<file path="src/rtl/time_syn_ctrl.sv">
// -----------------------------------------------------------------------------
// time_syn_ctrl
//   Master-side sequencer for the time-sync exchange on the ctrl AXIS link.
//   On a slot-start pulse it sends a TS frame (preamble + local time), waits
//   for the peer's RETURN echo of that timestamp, derives round-trip and
//   one-way delay, then sends an STD frame carrying local time + one-way delay.
//
// Optional feature macro: TIME_SYN_TIMEOUT_EN
//   Defined   : WAIT_RET times out after P_TIMEOUT_CYC cycles and resends the
//               TS frame up to P_MAX_RETRY times, then pulses o_syn_fail.
//   Undefined : WAIT_RET waits indefinitely and o_syn_fail is tied low.
//
// Ports
//   i_clk, i_rst_n          clock, asynchronous active-low reset
//   i_local_time            free-running local time counter
//   i_syn_start             one-cycle pulse that starts an exchange (IDLE only)
//   i_recv_return_ts/valid  echoed timestamp from the RETURN frame
//   m_ctrl_tx_axis_*        AXIS master for TS/STD frames (2 beats each)
//   o_link_delay            last one-way delay (rtt >> 1)
//   o_delay_valid           one-cycle pulse when o_link_delay updates
//   o_syn_busy              high whenever the sequencer is not idle
//   o_syn_fail              one-cycle pulse when retries are exhausted
// -----------------------------------------------------------------------------
module time_syn_ctrl #(
    parameter logic [63:0] P_TS_PRE      = 64'h66,
    parameter logic [63:0] P_STD_PRE     = 64'h88,
    parameter logic [31:0] P_TIMEOUT_CYC = 32'd4096,
    parameter logic [3:0]  P_MAX_RETRY   = 4'd3
) (
    input  logic        i_clk,
    input  logic        i_rst_n,
    input  logic [63:0] i_local_time,
    input  logic        i_syn_start,
    input  logic [63:0] i_recv_return_ts,
    input  logic        i_recv_return_valid,
    output logic        m_ctrl_tx_axis_tvalid,
    output logic [63:0] m_ctrl_tx_axis_tdata,
    output logic        m_ctrl_tx_axis_tlast,
    output logic [7:0]  m_ctrl_tx_axis_tkeep,
    output logic        m_ctrl_tx_axis_tuser,
    input  logic        m_ctrl_tx_axis_tready,
    output logic [63:0] o_link_delay,
    output logic        o_delay_valid,
    output logic        o_syn_busy,
    output logic        o_syn_fail
);

    typedef enum logic [2:0] {
        IDLE, TS0, TS1, WAIT_RET, CALC, STD0, STD1
    } state_t;

    state_t      state, state_next;
    logic [63:0] r_sent_ts;
    logic [63:0] r_rtt;
    logic [63:0] r_std_time;
    logic        ret_ok;

    // One-way delay is half the round trip, truncated toward zero.
    function automatic logic [63:0] half_delay(input logic [63:0] rtt);
        return rtt >> 1;
    endfunction

    // Only an echo of the timestamp we actually sent closes the exchange.
    assign ret_ok = (state == WAIT_RET) && i_recv_return_valid &&
                    (i_recv_return_ts == r_sent_ts);

`ifdef TIME_SYN_TIMEOUT_EN
    logic [31:0] wait_cnt;
    logic [3:0]  retry_cnt;
    logic        timeout;
    logic        do_retry;
    logic        do_fail;

    assign timeout  = (state == WAIT_RET) && !ret_ok &&
                      (wait_cnt == P_TIMEOUT_CYC - 32'd1);
    assign do_retry = timeout && (retry_cnt < P_MAX_RETRY);
    assign do_fail  = timeout && !do_retry;

    always_ff @(posedge i_clk or negedge i_rst_n) begin
        if (!i_rst_n) begin
            wait_cnt   <= '0;
            retry_cnt  <= '0;
            o_syn_fail <= 1'b0;
        end else begin
            if (state == TS1 && m_ctrl_tx_axis_tready)
                wait_cnt <= '0;
            else if (state == WAIT_RET)
                wait_cnt <= wait_cnt + 32'd1;

            if (state == IDLE && i_syn_start)
                retry_cnt <= '0;
            else if (do_retry)
                retry_cnt <= retry_cnt + 4'd1;
            else if (do_fail)
                retry_cnt <= '0;

            o_syn_fail <= do_fail;
        end
    end
`else
    assign o_syn_fail = 1'b0;
`endif

    always_ff @(posedge i_clk or negedge i_rst_n) begin
        if (!i_rst_n)
            state <= IDLE;
        else
            state <= state_next;
    end

    // Frame beats are decoded straight from the state register so that an
    // asynchronous reset drops tvalid immediately and a stalled beat holds.
    always_comb begin
        state_next            = state;
        m_ctrl_tx_axis_tvalid = 1'b0;
        m_ctrl_tx_axis_tdata  = '0;
        m_ctrl_tx_axis_tlast  = 1'b0;
        case (state)
            IDLE: begin
                if (i_syn_start)
                    state_next = TS0;
            end
            TS0: begin
                m_ctrl_tx_axis_tvalid = 1'b1;
                m_ctrl_tx_axis_tdata  = P_TS_PRE;
                if (m_ctrl_tx_axis_tready)
                    state_next = TS1;
            end
            TS1: begin
                m_ctrl_tx_axis_tvalid = 1'b1;
                m_ctrl_tx_axis_tdata  = r_sent_ts;
                m_ctrl_tx_axis_tlast  = 1'b1;
                if (m_ctrl_tx_axis_tready)
                    state_next = WAIT_RET;
            end
            WAIT_RET: begin
                if (ret_ok)
                    state_next = CALC;
`ifdef TIME_SYN_TIMEOUT_EN
                else if (do_retry)
                    state_next = TS0;
                else if (do_fail)
                    state_next = IDLE;
`endif
            end
            CALC: begin
                state_next = STD0;
            end
            STD0: begin
                m_ctrl_tx_axis_tvalid = 1'b1;
                m_ctrl_tx_axis_tdata  = P_STD_PRE;
                if (m_ctrl_tx_axis_tready)
                    state_next = STD1;
            end
            STD1: begin
                m_ctrl_tx_axis_tvalid = 1'b1;
                m_ctrl_tx_axis_tdata  = r_std_time;
                m_ctrl_tx_axis_tlast  = 1'b1;
                if (m_ctrl_tx_axis_tready)
                    state_next = IDLE;
            end
            default: state_next = IDLE;
        endcase
    end

    assign m_ctrl_tx_axis_tkeep = {8{m_ctrl_tx_axis_tvalid}};
    assign m_ctrl_tx_axis_tuser = 1'b0;
    assign o_syn_busy           = (state != IDLE);

    always_ff @(posedge i_clk or negedge i_rst_n) begin
        if (!i_rst_n) begin
            r_sent_ts     <= '0;
            r_rtt         <= '0;
            r_std_time    <= '0;
            o_link_delay  <= '0;
            o_delay_valid <= 1'b0;
        end else begin
            if (state == IDLE && i_syn_start)
                r_sent_ts <= i_local_time;
`ifdef TIME_SYN_TIMEOUT_EN
            // Each resend carries a fresh timestamp.
            if (do_retry)
                r_sent_ts <= i_local_time;
`endif
            // Modulo-2^64 subtraction keeps the round trip correct across a
            // wrap of the local time counter.
            if (ret_ok)
                r_rtt <= i_local_time - r_sent_ts;

            // Delay and its valid pulse are registered together so the pulse
            // coincides with the new o_link_delay value.
            o_delay_valid <= (state == CALC);
            if (state == CALC) begin
                o_link_delay <= half_delay(r_rtt);
                r_std_time   <= i_local_time + half_delay(r_rtt);
            end
        end
    end

endmodule

</file>
<file path="config.mk">
export PLATFORM = sky130hd
export DESIGN_NAME = time_syn_ctrl
export DESIGN_NICKNAME = d
export VERILOG_FILES = /design/src/rtl/time_syn_ctrl.sv
export SDC_FILE = /design/constraint.sdc
export NUM_CORES = 1
export LEC_CHECK = 0
export ABC_AREA = 1
export CAP_MARGIN = 20
export CORE_UTILIZATION = 56
export CTS_CLUSTER_DIAMETER = 120
export DETAILED_ROUTE_END_ITERATION = 16
export GPL_TIMING_DRIVEN = 0
export PLACE_DENSITY_LB_ADDON = 0.1
export SLEW_MARGIN = 0
export SYNTH_ARGS = -nofsm -noshare
export SYNTH_HDL_FRONTEND = slang
export SYNTH_SLANG_ARGS = --single-unit
</file>
<file path="constraint.sdc">
create_clock -name i_clk -period 4.2 [get_ports i_clk]
set_input_delay 0.63 -clock i_clk [delete_from_list [all_inputs] [get_ports i_clk]]
set_output_delay 0.63 -clock i_clk [all_outputs]
set_load 0.01 [all_outputs]
</file>
# Word level (Yosys, flattened, before mapping)
# Cells that the tools add are included.
[totals] ff_bits=259 latch_bits=0 ram_bits=0 mem_bits_ro=0 in_bits=133 n_memories=0
[op_classes] add_sub_neg=2 n_mul=0 div_mod_pow=0 magnitude_cmp=0 n_eq_ne=13 shifts=0 n_mux=10 bitwise_logic=0 n_reduce_logical=8
[ops] op="one-hot mux 64 bit (4 select lines)" count=1
[ops] op="adder 64 x 63 -> 64 bit" count=1
[ops] op="equality test 64 bit" count=1
[ops] op="subtractor 64 bit" count=1
[ops] op="one-hot mux 3 bit (7 select lines)" count=1
[ops] op="two-way mux 3 bit" count=6
[ops] op="!= test 2 bit, second input constant" count=6
[ops] op="equality test 3 bit, second input constant" count=3
[ops] op="equality test 3 x 2 -> 1 bit, second input constant" count=2
[ops] op="AND reduction 6 bit" count=1
[ops] op="OR reduction 4 bit" count=1
[ops] op="equality test 3 x 1 -> 1 bit, second input constant" count=1
[ops] op="logical AND 1 bit" count=3
[ops] op="logical NOT 3 bit" count=1
[ops] op="nonzero test 3 bit" count=1
[ops] op="two-way mux 1 bit" count=2
[ops] op="OR reduction 2 bit" count=1

# Depth between registers and ports, before layout
[depth] word_depth=5 mapped_depth=18 depth_no_buf=18

# Worst setup path after synthesis
# Ideal clock, no wire load.
[synth_timing] kind="register -> output" startpoint="register state[0]" endpoint="output m_ctrl_tx_axis_tdata[27]" arrival_time_ns=1.747 t_required_ns=3.570 path_slack_ns=1.823 path_stages_with_launch=8 path_buffers=3 path_cell_list="dfrtp_1 inv_1 ha_1 clkbuf_1 clkbuf_1 buf_1 nand3_1 a21oi_1"
[synth_via] elab_chain_cells=2
[synth_rtl] element="from (decl)" line="52" text="state_t state, state_next;"
[synth_rtl] element="from (signal assigned)" line="108" text="state <= state_next;"
[synth_rtl] element="equality test 3 bit, or another cell as far along" line="118" text="case (state)"
[synth_rtl] element="one-hot mux 64 bit (4 select lines) (*)" line="118"
[synth_rtl] element="to (decl)" line="37" text="output logic [63:0] m_ctrl_tx_axis_tdata,"
# Mark *: on every way between the ends. The rest lies on a longest branch, timed or not.

# Worst setup path after layout
[layout_timing] startpoint="register state[0]" endpoint="output m_ctrl_tx_axis_tdata[21]"
# The elaborated chain is that of the path after synthesis.

==> out/metrics.yaml <==
outcome:
  status: "complete, but fails checks"
  violations: "hold timing"
power_and_ir_drop:
  leakage_nw: 16.3
  combPwrFrac: 0.569
  seq_power_share: 0.258
  power.share.clock: 0.173
  p_sw_mw: 8.20
  vdd_drop_max_uv: 575
  p_int_mw: 8.09
  p_sw_frac: 0.503
  p_per_area_nw_per_um2: 576
min_path:
  hp-class: "input pin to async pin"
drt:
  first_pass_iters: 6
  avgViaCountPerCell: 5.63
  drt.antenna.violating_nets: 0
  drcViolationCount: 0
  routedWlPerCell_um: 21.4
  drt_iter0_markers: 3753
  met3_length_um: 14400
  vias: 28100
  routed-wl-met2_um: 43900
  highest_layer: "met5"
  wirelength_um: 107000
  wl_met1_um: 41300
placement:
  placed_cells: 4938
  hpwl_um: 90100
  place.gp.congestion: 1.11
  portBuffers: 271
clock_network:
  cts.path.max_buffers: 3
  holdBufCountCts: 0
  tritoncts: "yes"
  clock_tree.root_cell: "clkbuf_16"
  cts_max_level: 1
  clkTransAtPathRegs_ns: 0.06
  postCtsSetupBuffers: 0
  cts.sinks: 258
  cts_buffers: 29
  clkLatencyLatePin_ns: 0.62
timing:
  fin_worst_skew_ns: 0.0208
  slew_viol_final: 0
  timing.fmax_ghz: 0.240
  slew-limit-headroom: 0.148
  rsz0062_at_grt: "no"
  setup_viol: 0
  hold_slack_ns: -0.0105
  timing_hold_violations_final: 7
  worst_pin_slew_ns: 1.28
  fin_crit_ns: 4.17
  fin_tns_setup_ns: 0
  timing.final.crit_share: 0.992
global_routing:
  grt.overflow.total: 0
  antenna_found_initial: 3
  grt_pass1_wl_um: 155000
  grt_pass1_vias: 26100
  grt_start_max_net_pins: 104
  grt.total_usage: 0.487
layout:
  utilization: 0.674
  area_growth_pct: 18.9
  antennaDiodeCount: 0
  nNetsFinal: 4696
  drive_gt1_frac: 0.0292
  instances_no_fill: 4992
  n_fill_cell: 3932
die:
  die_w_um: 208
  placeableCoreArea_sq_um: 41900
  ios: 275
  rows: 75
  start_util: 0.567
  die_area_sq_um: 43300
  die_height_um: 208
synthesis:
  async_reset_ff_frac: 1.00
  postSynthCellCount: 4124
  synthFlopType: "dfrtp_1"
  synth_area_sq_um: 23800
  ys_seq_elements: 258
  yosys_warnings: 0
  synth.avg_cell_area_sq_um: 5.77
  synth_enable_flop_cells: 0
  ys_seq_area_frac: 0.271
  synth_cell_types: 36
critical_path:
  cp-end-kind: "output pin"
  worstPathMaxFanout: 10
  critPathArrivalTime_ns: 3.54
  worstSetupStartpointType: "flop"
  required_ns: 3.57
  path_class: "flop to output pin"
run:
  maxCapViolCount: 0
-- registers in the layout, indices dropped and copies added (netlist names) --
name and count:
state 3, r_sent_ts 64, r_std_time 64, r_rtt 63, o_delay_valid 1, o_link_delay 63
-- power by group through the flow --
stage                     clock network (mW)  registers (mW)  logic [mW]
final                                   2.82            4.20        9.27
after global routing                    2.89            4.20        10.0
after CTS                               2.80            4.09        8.94
after detailed placement                   0            4.12        8.86
after global placement                     0            4.10        8.68
after floorplan                            0            3.77        5.46
-- worst max-delay path, cell delays in order, from the launching register on --
cell	delay, ns
dfrtp_1	0.41
inv_1	0.13
ha_1	0.16
clkbuf_1	0.30
nand2_1	0.22
clkinv_1	0.19
clkbuf_1	0.49
nand2_1	0.14
a21oi_1	0.28
clkdlybuf4s50_1	0.61
-- Yosys cell counts, types with 6 or more instances --
cell	count	area [sq um]
nand4_1	44	275
dfrtp_1	258	6460
ha_1	130	1630
clkbuf_1	53	199
inv_1	751	2820
nand3_1	224	1120
xor2_1	47	412
a21oi_1	228	1140
inv_2	17	63.8
nand2_1	1718	6450
nand3b_1	31	233
xnor2_1	38	333
nor4_1	7	43.8
nor3_1	33	165
buf_4	11	82.6
buf_2	14	70.1
o21ai_2	9	78.8
buf_6	6	67.6
o21ai_0	90	450
nor2_1	370	1390
-- logic make-up after synthesis --
logic type / synth area share
compound gates: 0.0723
xor+xnor: 0.0313
fa+ha+maj: 0.0701
buf+inv: 0.140
flops: 0.271
other cells: 0.000158
simple gates: 0.415
-- metrics by stage --
stage / hold WS, ns / setup slack [ns] / cell area, sq um / total power, mW
finish: -0.0105 / 0.0323 / 28300 / 16.3
global placement: 0.463 / -8.73 / 27200 / 12.8
CTS: 0.0202 / 0.0412 / 28300 / 15.8
floorplan: 0.334 / 1.82 / 23800 / 9.23
global route: 0.0446 / 0.00436 / 28300 / 17.1
detailed placement: 0.466 / 0.662 / 27200 / 13.0
-- layout make-up --
cell class	count	area [sq um]	area share
Buffer	89	442	0.0156
Clock buffer	36	812	0.0287
Clock inverter	17	218	0.00770
Inverter	770	2890	0.102
Multi-Input combinational cell	3009	14000	0.495
Sequential cell	258	6460	0.228
Tap cell	539	674	0.0238
Timing Repair Buffer	274	2790	0.0985
-- worst paths after layout --
path / to / from / depth (start not counted) / slack [ns]
min in group i_clk: r_std_time[58] / r_std_time[58] / 2 / 0.48
worst max register to register: o_link_delay[29] / state[1] / 6 / 0.78
worst min-delay path: r_std_time[1] / i_rst_n / 1 / -0.01
worst max-delay path: m_ctrl_tx_axis_tdata[21] / state[0] / 9 / 0.03
max in group asynchronous: r_rtt[50] / i_rst_n / 3 / 2.85
worst min register to register: r_std_time[58] / r_std_time[58] / 2 / 0.48
-- per-layer routing --
metal,vias to the layer above,global-route usage
li1,13100,-
met1,12800,0.637
met2,1821,0.728
met3,384,0.132
met4,6,0.275
met5,-,0
-- what timing repair did --
item,in CTS,in global routing
endpoints found under the setup margin,0,11
endpoints found under the hold margin,0,0
resized for setup,0,5
-- placed cells by master, fill, tap and decap left out, types with 17 or more instances in the layout --
| cell | count |
|---|---|
| nand2_1 | 1718 |
| inv_1 | 751 |
| nor2_1 | 370 |
| clkdlybuf4s50_1 | 270 |
| dfrtp_1 | 258 |
| a21oi_1 | 228 |
| nand3_1 | 224 |
| ha_1 | 130 |
| o21ai_0 | 90 |
| clkbuf_1 | 52 |
| xor2_1 | 47 |
| nand4_1 | 44 |
| xnor2_1 | 38 |
| nor3_1 | 33 |
| nand3b_1 | 31 |
| clkbuf_16 | 29 |
| inv_2 | 17 |
No activity file was read; power rests on OpenSTA's default activity.
